**src/rtl/residual_partition_sequencer_if.sv**
```systemverilog
// Bundles the start, bit-reader and Rice-decoder handshakes of the residual partition sequencer.
// The sequencer uses the slave view and its environment uses the master view.
interface residual_partition_sequencer_if;
  // Subframe header parser side
  logic               iStart;
  logic [15:0]        iBlockSize;
  logic [3:0]         iPredictorOrder;
  logic [3:0]         iPartitionOrder;

  // Bit reader side
  logic               oBitReq;
  logic [4:0]         oBitCount;
  logic               iBitValid;
  logic [15:0]        iBits;

  // Rice decoder side
  logic [3:0]         oRiceParam;
  logic               oRiceEnable;
  logic               iRiceValid;
  logic signed [15:0] iRiceResidual;

  // Residual stream and status
  logic signed [15:0] oResidual;
  logic               oValid;
  logic [15:0]        oSampleIdx;
  logic [15:0]        oPartition;
  logic               oBusy;
  logic               oDone;
  logic               oError;

  modport slave (
    input  iStart, iBlockSize, iPredictorOrder, iPartitionOrder,
    input  iBitValid, iBits, iRiceValid, iRiceResidual,
    output oBitReq, oBitCount, oRiceParam, oRiceEnable,
    output oResidual, oValid, oSampleIdx, oPartition, oBusy, oDone, oError
  );

  modport master (
    output iStart, iBlockSize, iPredictorOrder, iPartitionOrder,
    output iBitValid, iBits, iRiceValid, iRiceResidual,
    input  oBitReq, oBitCount, oRiceParam, oRiceEnable,
    input  oResidual, oValid, oSampleIdx, oPartition, oBusy, oDone, oError
  );
endinterface

```
**src/rtl/residual_partition_sequencer.sv**
```systemverilog
// Walks the Rice partitions of one FLAC subframe: fetches each 4-bit Rice parameter,
// enables the Rice decoder for that partition's residual count and forwards indexed residuals.
module residual_partition_sequencer (
  input  logic                                iClock,
  input  logic                                iReset,
  residual_partition_sequencer_if.slave bus
);

  typedef enum logic [2:0] {
    S_IDLE,
    S_CHECK,
    S_PARAM_REQ,
    S_DECODE,
    S_NEXT,
    S_DONE,
    S_ERROR
  } state_e;

  localparam logic [3:0] RICE_ESCAPE = 4'hF;

  state_e             state_q, state_d;
  logic [15:0]        bs_q, bs_d;
  logic [3:0]         po_q, po_d;
  logic [3:0]         pred_q, pred_d;
  logic [15:0]        base_q, base_d;
  logic [15:0]        remaining_q, remaining_d;
  logic [15:0]        partition_q, partition_d;
  logic [15:0]        sample_idx_q, sample_idx_d;
  logic [3:0]         rice_param_q, rice_param_d;
  logic signed [15:0] residual_q, residual_d;
  logic               valid_q, valid_d;

  logic               start_ok;
  logic               bit_xfer;
  logic               rice_accept;
  logic               check_fail;
  logic               escape_param;
  logic [15:0]        base_calc;
  logic [15:0]        part_mask;
  logic [15:0]        pred_ext;
  logic               unused_bits;

  // The upper bit-reader bits carry nothing for a 4-bit request.
  assign unused_bits = ^bus.iBits[15:4];

  // Block geometry: partition mask doubles as the index of the last partition.
  always_comb begin
    base_calc    = bs_q >> po_q;
    part_mask    = (16'd1 << po_q) - 16'd1;
    pred_ext     = {12'd0, pred_q};
    check_fail   = (bs_q == 16'd0) || ((bs_q & part_mask) != 16'd0) || (base_calc < pred_ext);
    start_ok     = bus.iStart && (state_q == S_IDLE || state_q == S_DONE || state_q == S_ERROR);
    bit_xfer     = (state_q == S_PARAM_REQ) && bus.iBitValid;
    rice_accept  = (state_q == S_DECODE) && bus.iRiceValid;
    escape_param = (bus.iBits[3:0] == RICE_ESCAPE);
  end

  // NOTE: sequential state is assigned only with non-blocking (<=) so every flop samples
  // the pre-edge value of its neighbours regardless of statement order.
  always_ff @(posedge iClock or negedge iReset) begin
    if (!iReset) begin
      state_q      <= S_IDLE;
      bs_q         <= 16'd0;
      po_q         <= 4'd0;
      pred_q       <= 4'd0;
      base_q       <= 16'd0;
      remaining_q  <= 16'd0;
      partition_q  <= 16'd0;
      sample_idx_q <= 16'd0;
      rice_param_q <= 4'd0;
      residual_q   <= 16'sd0;
      valid_q      <= 1'b0;
    end else begin
      state_q      <= state_d;
      bs_q         <= bs_d;
      po_q         <= po_d;
      pred_q       <= pred_d;
      base_q       <= base_d;
      remaining_q  <= remaining_d;
      partition_q  <= partition_d;
      sample_idx_q <= sample_idx_d;
      rice_param_q <= rice_param_d;
      residual_q   <= residual_d;
      valid_q      <= valid_d;
    end
  end

  // Next-state logic.
  always_comb begin
    // NOTE: assigning a default before the case keeps every path driven, so no latch is inferred.
    state_d = state_q;
    unique case (state_q)
      S_IDLE, S_DONE, S_ERROR: if (start_ok) state_d = S_CHECK;
      S_CHECK:                 state_d = check_fail ? S_ERROR : S_PARAM_REQ;
      S_PARAM_REQ: begin
        if (bit_xfer) begin
          if (escape_param)              state_d = S_ERROR;
          else if (remaining_q != 16'd0) state_d = S_DECODE;
          else                           state_d = S_NEXT;
        end
      end
      S_DECODE: if (rice_accept && remaining_q == 16'd1) state_d = S_NEXT;
      S_NEXT:   state_d = (partition_q == part_mask) ? S_DONE : S_PARAM_REQ;
      default:  state_d = S_IDLE;
    endcase
  end

  // Datapath updates keyed on the current state.
  always_comb begin
    bs_d         = bs_q;
    po_d         = po_q;
    pred_d       = pred_q;
    base_d       = base_q;
    remaining_d  = remaining_q;
    partition_d  = partition_q;
    rice_param_d = rice_param_q;
    residual_d   = residual_q;
    valid_d      = 1'b0;
    // The index shown with a residual advances once that residual has been presented.
    sample_idx_d = valid_q ? sample_idx_q + 16'd1 : sample_idx_q;

    unique case (state_q)
      S_IDLE, S_DONE, S_ERROR: begin
        if (start_ok) begin
          bs_d         = bus.iBlockSize;
          po_d         = bus.iPartitionOrder;
          pred_d       = bus.iPredictorOrder;
          partition_d  = 16'd0;
          sample_idx_d = {12'd0, bus.iPredictorOrder};
        end
      end
      S_CHECK: begin
        base_d = base_calc;
        if (!check_fail) remaining_d = base_calc - pred_ext;
      end
      S_PARAM_REQ: begin
        if (bit_xfer && !escape_param) rice_param_d = bus.iBits[3:0];
      end
      S_DECODE: begin
        if (rice_accept) begin
          residual_d  = bus.iRiceResidual;
          valid_d     = 1'b1;
          remaining_d = remaining_q - 16'd1;
        end
      end
      S_NEXT: begin
        if (partition_q != part_mask) begin
          partition_d = partition_q + 16'd1;
          remaining_d = base_q;
        end
      end
      default: ;
    endcase
  end

  // Outputs are decoded from state or taken straight from flops, so reset clears them at once.
  always_comb begin
    bus.oBitReq     = (state_q == S_PARAM_REQ);
    bus.oBitCount   = (state_q == S_PARAM_REQ) ? 5'd4 : 5'd0;
    bus.oRiceEnable = (state_q == S_DECODE);
    bus.oRiceParam  = rice_param_q;
    bus.oResidual   = residual_q;
    bus.oValid      = valid_q;
    bus.oSampleIdx  = sample_idx_q;
    bus.oPartition  = partition_q;
    bus.oBusy       = (state_q == S_CHECK) || (state_q == S_PARAM_REQ) ||
                      (state_q == S_DECODE) || (state_q == S_NEXT);
    bus.oDone       = (state_q == S_DONE);
    bus.oError      = (state_q == S_ERROR);
  end

endmodule

```
**src/flat_wrapper.sv**
```systemverilog
// flat-port wrapper written by rule: the top's interface ports become plain ports
module residual_partition_sequencer_flat 
  (iClock, iReset, bus_iStart, bus_iBlockSize, bus_iPredictorOrder, bus_iPartitionOrder, bus_iBitValid, bus_iBits, bus_iRiceValid, bus_iRiceResidual, bus_oBitReq, bus_oBitCount, bus_oRiceParam, bus_oRiceEnable, bus_oResidual, bus_oValid, bus_oSampleIdx, bus_oPartition, bus_oBusy, bus_oDone, bus_oError);
  residual_partition_sequencer_if bus_i ();
  input  logic iClock;
  input  logic iReset;
  input wire logic [$bits(bus_i.iStart)-1:0] bus_iStart;
  input wire logic [$bits(bus_i.iBlockSize)-1:0] bus_iBlockSize;
  input wire logic [$bits(bus_i.iPredictorOrder)-1:0] bus_iPredictorOrder;
  input wire logic [$bits(bus_i.iPartitionOrder)-1:0] bus_iPartitionOrder;
  input wire logic [$bits(bus_i.iBitValid)-1:0] bus_iBitValid;
  input wire logic [$bits(bus_i.iBits)-1:0] bus_iBits;
  input wire logic [$bits(bus_i.iRiceValid)-1:0] bus_iRiceValid;
  input wire logic [$bits(bus_i.iRiceResidual)-1:0] bus_iRiceResidual;
  output wire logic [$bits(bus_i.oBitReq)-1:0] bus_oBitReq;
  output wire logic [$bits(bus_i.oBitCount)-1:0] bus_oBitCount;
  output wire logic [$bits(bus_i.oRiceParam)-1:0] bus_oRiceParam;
  output wire logic [$bits(bus_i.oRiceEnable)-1:0] bus_oRiceEnable;
  output wire logic [$bits(bus_i.oResidual)-1:0] bus_oResidual;
  output wire logic [$bits(bus_i.oValid)-1:0] bus_oValid;
  output wire logic [$bits(bus_i.oSampleIdx)-1:0] bus_oSampleIdx;
  output wire logic [$bits(bus_i.oPartition)-1:0] bus_oPartition;
  output wire logic [$bits(bus_i.oBusy)-1:0] bus_oBusy;
  output wire logic [$bits(bus_i.oDone)-1:0] bus_oDone;
  output wire logic [$bits(bus_i.oError)-1:0] bus_oError;
  assign bus_i.iStart = bus_iStart;
  assign bus_i.iBlockSize = bus_iBlockSize;
  assign bus_i.iPredictorOrder = bus_iPredictorOrder;
  assign bus_i.iPartitionOrder = bus_iPartitionOrder;
  assign bus_i.iBitValid = bus_iBitValid;
  assign bus_i.iBits = bus_iBits;
  assign bus_i.iRiceValid = bus_iRiceValid;
  assign bus_i.iRiceResidual = bus_iRiceResidual;
  assign bus_oBitReq = bus_i.oBitReq;
  assign bus_oBitCount = bus_i.oBitCount;
  assign bus_oRiceParam = bus_i.oRiceParam;
  assign bus_oRiceEnable = bus_i.oRiceEnable;
  assign bus_oResidual = bus_i.oResidual;
  assign bus_oValid = bus_i.oValid;
  assign bus_oSampleIdx = bus_i.oSampleIdx;
  assign bus_oPartition = bus_i.oPartition;
  assign bus_oBusy = bus_i.oBusy;
  assign bus_oDone = bus_i.oDone;
  assign bus_oError = bus_i.oError;
  residual_partition_sequencer u_core (.iClock(iClock), .iReset(iReset), .bus(bus_i));
endmodule
```
**config.mk**
```make
export PLATFORM = sky130hd
export DESIGN_NAME = residual_partition_sequencer_flat
export DESIGN_NICKNAME = d
export VERILOG_FILES = /design/src/rtl/residual_partition_sequencer_if.sv /design/src/rtl/residual_partition_sequencer.sv /design/src/flat_wrapper.sv
export SDC_FILE = /design/constraint.sdc
export NUM_CORES = 1
export LEC_CHECK = 0
export ABC_AREA = 1
export CAP_MARGIN = 25
export CORE_UTILIZATION = 49
export DETAILED_ROUTE_END_ITERATION = 16
export GPL_TIMING_DRIVEN = 0
export HOLD_SLACK_MARGIN = 0.03
export PLACE_DENSITY_LB_ADDON = 0.15
export SKIP_CTS_REPAIR_TIMING = 1
export SLEW_MARGIN = 20
export SYNTH_ARGS = -nofsm -noshare
export SYNTH_HDL_FRONTEND = slang
export SYNTH_SLANG_ARGS = --single-unit
```
**constraint.sdc**
```tcl
create_clock -name iClock -period 2.9 [get_ports iClock]
set_input_delay 0.58 -clock iClock [delete_from_list [all_inputs] [get_ports iClock]]
set_output_delay 0.58 -clock iClock [all_outputs]
set_load 0.01 [all_outputs]
```
# Yosys cells after proc, flatten, opt, wreduce, memory -nomap -nowiden
# Index checks and enable logic that the tools add are counted.
[classes]
bitwise_logic = 1
n_addsub = 5
shift = 2
n_mux = 21
n_reduce_logical = 26
n_lt_le_gt_ge = 1
eq_ne = 16
[ops]
columns = ["cell", "count"]
rows = [
  ["2-to-1 mux 16 bit", 8],
  ["case mux 16 bit (3 select lines)", 1],
  ["adder 16 x 1 -> 16 bit (second input constant)", 2],
  ["case mux 16 bit (2 select lines)", 1],
  ["nonzero test 16 bit", 2],
  ["subtractor 16 x 1 -> 16 bit (second input constant)", 2],
  ["2-to-1 mux 3 bit", 8],
  ["AND 16 bit", 1],
  ["== test 16 x 1 -> 1 bit (second input constant)", 1],
  ["== test 16 bit", 1],
  ["zero test 16 bit", 1],
  ["less-than comparator 16 x 4 -> 1 bit", 1],
  ["!= test 16 bit", 1],
  ["<< shifter 1 x 4 -> 16 bit (first input constant)", 1],
  ["right shift 16 x 4 -> 16 bit", 1],
  ["subtractor 16 x 4 -> 16 bit", 1],
  ["case mux 3 bit (5 select lines)", 1],
  ["!= test 2 x 1 -> 1 bit (second input constant)", 5],
  ["== test 3 bit (second input constant)", 3],
  ["logical OR 1 bit", 7],
  ["== test 3 x 2 -> 1 bit (second input constant)", 2],
  ["AND reduction 2 bit", 3],
  ["AND reduction 3 bit", 2],
  ["logical AND 1 bit", 5],
  ["10 further kinds", 11],
]
[totals]
elab_cells = 83
register_bits = 112
inputBits = 61
output_inout_bits = 63

# Longest topological paths before layout
[depth]
depth_word = 8
ltp_mapped = 21
mapped_depth_nobuf = 20

# Least setup slack after synthesis
# Ideal clock, no wire load.
[synth_path]
kind = "reg2reg"
from = "register u_core.po_q[1]"
to = "register u_core.remaining_q[4]"
arrival_ns = 2.850
t_required_ns = 2.835
setup_time_ns = 0.065
n_path_buf = 3
synth_period_minus_slack_ns = 2.915
slack_ns = -0.015
stages_incl_launch_ff = 19
path_cell_list = "dfrtp_1 > buf_4 > buf_2 > nand3_1 > nand2_1 > nand2_1 > nand2_1 > nor2_1 > a311oi_1 > ha_1 > fa_1 > o21ai_0 > nor2_1 > nand2_1 > nand2_1 > a21oi_4 > buf_4 > nand2_1 > nand2_1"
[synth_between]
elab_chain_len = 8
word_cells_on_any_way = 15
classes_between = "2 x add/sub; 1 x order compare; 3 x eq/ne; 2 x shift; 2 x mux; 1 x bitwise; 4 x reduce/logical"
[synth_lines]
columns = ["item", "line_no", "text"]
rows = [
  ["start, declared", "residual_partition_sequencer.sv:23", "logic [3:0] po_q, po_d;"],
  ["start signal, assigned", "residual_partition_sequencer.sv:76", "po_q <= po_d;"],
  ["<< shifter 1 x 4 -> 16 bit", "residual_partition_sequencer.sv:49", "part_mask = (16'd1 << po_q) - 16'd1;"],
  ["subtractor 16 x 1 -> 16 bit", "residual_partition_sequencer.sv:49", ""],
  ["AND 16 bit", "residual_partition_sequencer.sv:51", "check_fail = (bs_q == 16'd0) || ((bs_q & part_mask) != 16'd0) || (base_calc < pred_ext);"],
  ["nonzero test 16 bit", "residual_partition_sequencer.sv:51", ""],
  ["logical OR 1 bit (2 in series)", "residual_partition_sequencer.sv:51", ""],
  ["!= test 2 bit (no line)", "-", ""],
  ["AND reduction 4 bit (no line)", "-", ""],
  ["end signal, assigned", "residual_partition_sequencer.sv:79", "remaining_q <= remaining_d;"],
  ["end, declared", "residual_partition_sequencer.sv:26", "logic [15:0] remaining_q, remaining_d;"],
]
# Parallel ways exist; a longest one is shown, timed or not. The select of a mux whose other input is x is not followed.
# A chain may end at the register's enable or synchronous reset.

# Final worst setup path
[layout_path]
from = "register u_core.po_q[0]"
to = "register u_core.remaining_q[4]"
[layout_between]
word_cells_on_any_way = 15
classes_between = "2 x add/sub; 1 x order compare; 3 x eq/ne; 2 x shift; 2 x mux; 1 x bitwise; 4 x reduce/logical"
[layout_lines]
columns = ["item", "line_no", "text"]
rows = [
  ["right shift 16 x 4 -> 16 bit (*)", "residual_partition_sequencer.sv:48", "base_calc = bs_q >> po_q;"],
  ["net u_core.base_calc[3]", "residual_partition_sequencer.sv:38", "logic [15:0] base_calc;"],
  ["less-than comparator 16 x 4 -> 1 bit", "residual_partition_sequencer.sv:51", ""],
  ["logical OR 1 bit", "residual_partition_sequencer.sv:51", ""],
  ["!= test 2 bit (no line)", "-", ""],
  ["AND reduction 4 bit (no line)", "-", ""],
]
# Mark *: on every way through the listed nets, which the timed path passes. The rest lies on a longest branch. The select of a mux whose other input is x is not followed.

==> metrics.md <==
| Metric | Value |
|---|---|
| Via density | `5.41` |
| Vias in the first global route | `6917` |
| Final setup margin | `-48.2 ps` |
| Die Y | `124 um` |
| Yosys warns | `0` |
| I/O Buffers | `107` |
| Required time of the worst setup path | `3200 ps` |
| Worst Hold Class | `in2async` |
| Worst rel slew slack | `0.443` |
| Synth Cell Area | `7300 um2` |
| Detailed Place HPWL | `15600 um` |
| Antenna Cells | `0` |
| 1st-iter DRT viols | `648` |
| Cell chain of the critical path | `clkbuf_4, clkbuf_16, o21ai_1, nor2_1, nor2_1, o211ai_1, ha_1, nand2_1, o21ai_4, nor2_2, nand2_1, nand2_2, a21oi_4, buf_6, nand2_2, nand2_1` |
| Tot GR Track Use | `0.279` |
| Num CTS Buffers | `9` |
| Detailed Routing Iterations Pass 1 | `6` |
| Crit path largest cell delay | `400 ps` |
| Fin cells | `1421` |
| Insertion delay to the later sink of the worst-skew pair | `360 ps` |
| Fin. Hold Viols | `0` |
| Synth Register Bits | `112` |
| Routing usage on met2 | `0.436` |
| CTS sink cnt | `112` |
| Die Width | `124 um` |
| Worst setup path class | `reg2reg` |
| Final Max Tran Viols | `0` |
| Final Critical Period | `2950 ps` |
| CTS tree | `built` |
| Worst Skew | `9.75 ps` |
| Unrepaired setup endpoints after global routing | `true` |
| CP max-delay cell | `dfrtp_1` |
| Share of the synthesized area in the top cell type | `0.384` |
| FP Rows | `44` |
| Starting density of the core | `0.502` |
| Worst Setup Start Kind | `register` |
| Final WL | `21400 um` |
| Most used cell, CP | `nand2_1` |
| Max Clk Rate | `339 MHz` |
| Clk buf depth | `2` |
| Top post-synthesis cells by area | `dfrtp_1, nand2_1, nand3_1` |
| GR Layer Usage met3 | `0.0563` |
| Grt ovf | `0` |
| Period utilisation layout | `1.02` |
| Post-place instance area | `8640 um2` |
| Yosys top cell by area | `dfrtp_1` |
| Post-route ant nets | `0` |
| Max Cap Viol | `0` |
| Die ar. | `15400 um2` |
| Post-synth ARST share | `1.00` |
| Post-Place Cells | `1368` |
| Violated checks | `negative setup slack` |
| Crit-path max FO | `5` |
| Pwr per Cell Area | `1280 nW/um2` |
| Max rail drop VDD | `0.637 mV` |
| Leakage | `0.00461 uW` |
| Antenna violations before repair | `0` |
| Routability cong. | `0.939` |
| DR vias | `7682` |
| CP Capture Type | `register` |
| CP delay by family, top | `compound AO/OA/AOI/OAI gates` |
| Met1 Track Usage GR | `0.382` |
| DR WL/cell | `15.0 um` |
| Worst slew pin tran | `828 ps` |
| Layout cells sized above 1 | `0.143` |
| Root buf cell | `clkbuf_16` |
| Tot Pwr | `12400 uW` |
| Placeable Area | `14500 um2` |
| Global-route wire length before repair | `33400 um` |
| H-tree Lvls | `3` |
| Number of synthesized flops with an enable pin | `0` |
| Most used DFF post-synth | `dfrtp_1` |
| Mean Syn Cell Area | `6.80 um2` |
| Final instance area | `9670 um2` |
| Gr busiest metal | `met2` |
| Top cells by count, synth | `nand2_1, dfrtp_1, inv_1` |
| Layout net count | `1304` |
| CTS clock-pin slew for the worst setup and hold paths | `80 ps` |
| Pin count of the biggest net entering global routing | `71` |
| WP data arrival | `3250 ps` |
| Distinct cells, synth | `46` |
| Synth-to-layout area growth | `32.5%` |
| Fin Setup TNS | `-462 ps` |
| Synth Instances | `1073` |
| # IOs | `124` |
| Seq/Total Area, Yosys | `0.384` |
| Final setup viols | `14` |
| WP buf/inv | `3` |
| Cell with the most instances after synthesis | `nand2_1` |
| Status | `finished, violations left` |
| DRC Markers | `0` |
-- logic make-up after synthesis --
family | synth area share
other cells | 0.000514
compound gates | 0.102
xor+xnor | 0.0348
mux | 0.00617
fa+ha+maj | 0.0182
simple gates | 0.366
flops | 0.384
buf+inv | 0.0881
-- through the flow --
step / util / setup WS [ps] / hold WS [ps]
detailed placement: 0.595 / -537 / 465
floorplan: - / 116 / 284
CTS: 0.614 / -633 / 146
global placement: 0.593 / -3160 / 461
finish: 0.666 / -48.2 / 125
global route: 0.666 / -187 / 166
-- where the power goes --
part,internal (uW),leakage (uW),switching (uW),total [uW]
registers,2120,0.00145,511,2630
logic,3370,0.00302,5140,8500
clock network,673,0.000141,581,1250
-- sequential cells by signal, summed over array words and instances (netlist names) --
register	flops
u_core.bs_q	16
u_core.pred_q	4
u_core.po_q	4
u_core.base_q	16
u_core.bus.oPartition	16
u_core.bus.oResidual	16
u_core.remaining_q	16
u_core.bus.oSampleIdx	16
u_core.bus.oValid	1
u_core.bus.oRiceParam	4
u_core.state_q	3
-- layout by cell type, fill, tap and decap left out, types with 3 or more instances in the layout --
master,netlist,final
nand3_2,3,9
nand2_1,376,349
nand4_1,18,18
clkbuf_4,0,4
o221ai_1,5,5
o31ai_1,3,3
buf_4,13,41
a21oi_1,21,20
xor2_1,26,26
nand3_1,96,87
nor3_1,14,13
xnor2_1,3,3
or2_2,3,3
nand2_4,1,6
clkbuf_1,13,12
dfrtp_1,112,110
inv_1,102,96
nor3b_1,3,3
nor4_1,5,5
clkdlybuf4s50_1,0,105
nor2_2,5,7
o211ai_1,3,3
nand3b_1,4,4
nand3_4,0,3
nor2_4,2,10
o22ai_1,4,3
mux2_2,4,4
clkbuf_16,0,10
o21ai_0,73,67
inv_2,8,11
o21ai_1,18,21
ha_1,9,6
buf_6,3,11
conb_1,1,4
nor2_1,96,86
nand2_2,3,25
clkinv_1,3,3
-- worst paths after layout --
kind	cells after the start	slack [ps]	endpoint	startpoint
min in group iClock	2	480	u_core.bus.oResidual[14]	u_core.bus.oResidual[14]
hold reg to reg	2	480	u_core.bus.oResidual[14]	u_core.bus.oResidual[14]
setup reg to reg	16	-50	u_core.remaining_q[4]	u_core.po_q[0]
setup / recovery	16	-50	u_core.remaining_q[4]	u_core.po_q[0]
max in group asynchronous	2	2080	u_core.state_q[2]	iReset
hold / removal	1	130	u_core.bus.oPartition[11]	iReset
-- layout make-up --
type	count	area, um2
Sequential cell	112	2810
Timing Repair Buffer	146	1420
Clock inverter	4	55.1
Timing Repair inverter	1	8.76
Buffer	35	267
Tap cell	184	230
Multi-Input combinational cell	814	4210
Clock buffer	11	233
Inverter	114	449
Fill cell	1279	4860
-- layer usage --
| metal | wire [um] | up-vias |
|---|---|---|
| met2 | 9670 | 302 |
| met4 | 512 | 0 |
| met1 | 9640 | 3554 |
| li1 | - | 3788 |
| met5 | 0 | - |
| met3 | 1550 | 38 |
Power figures use the tool's default switching activity.
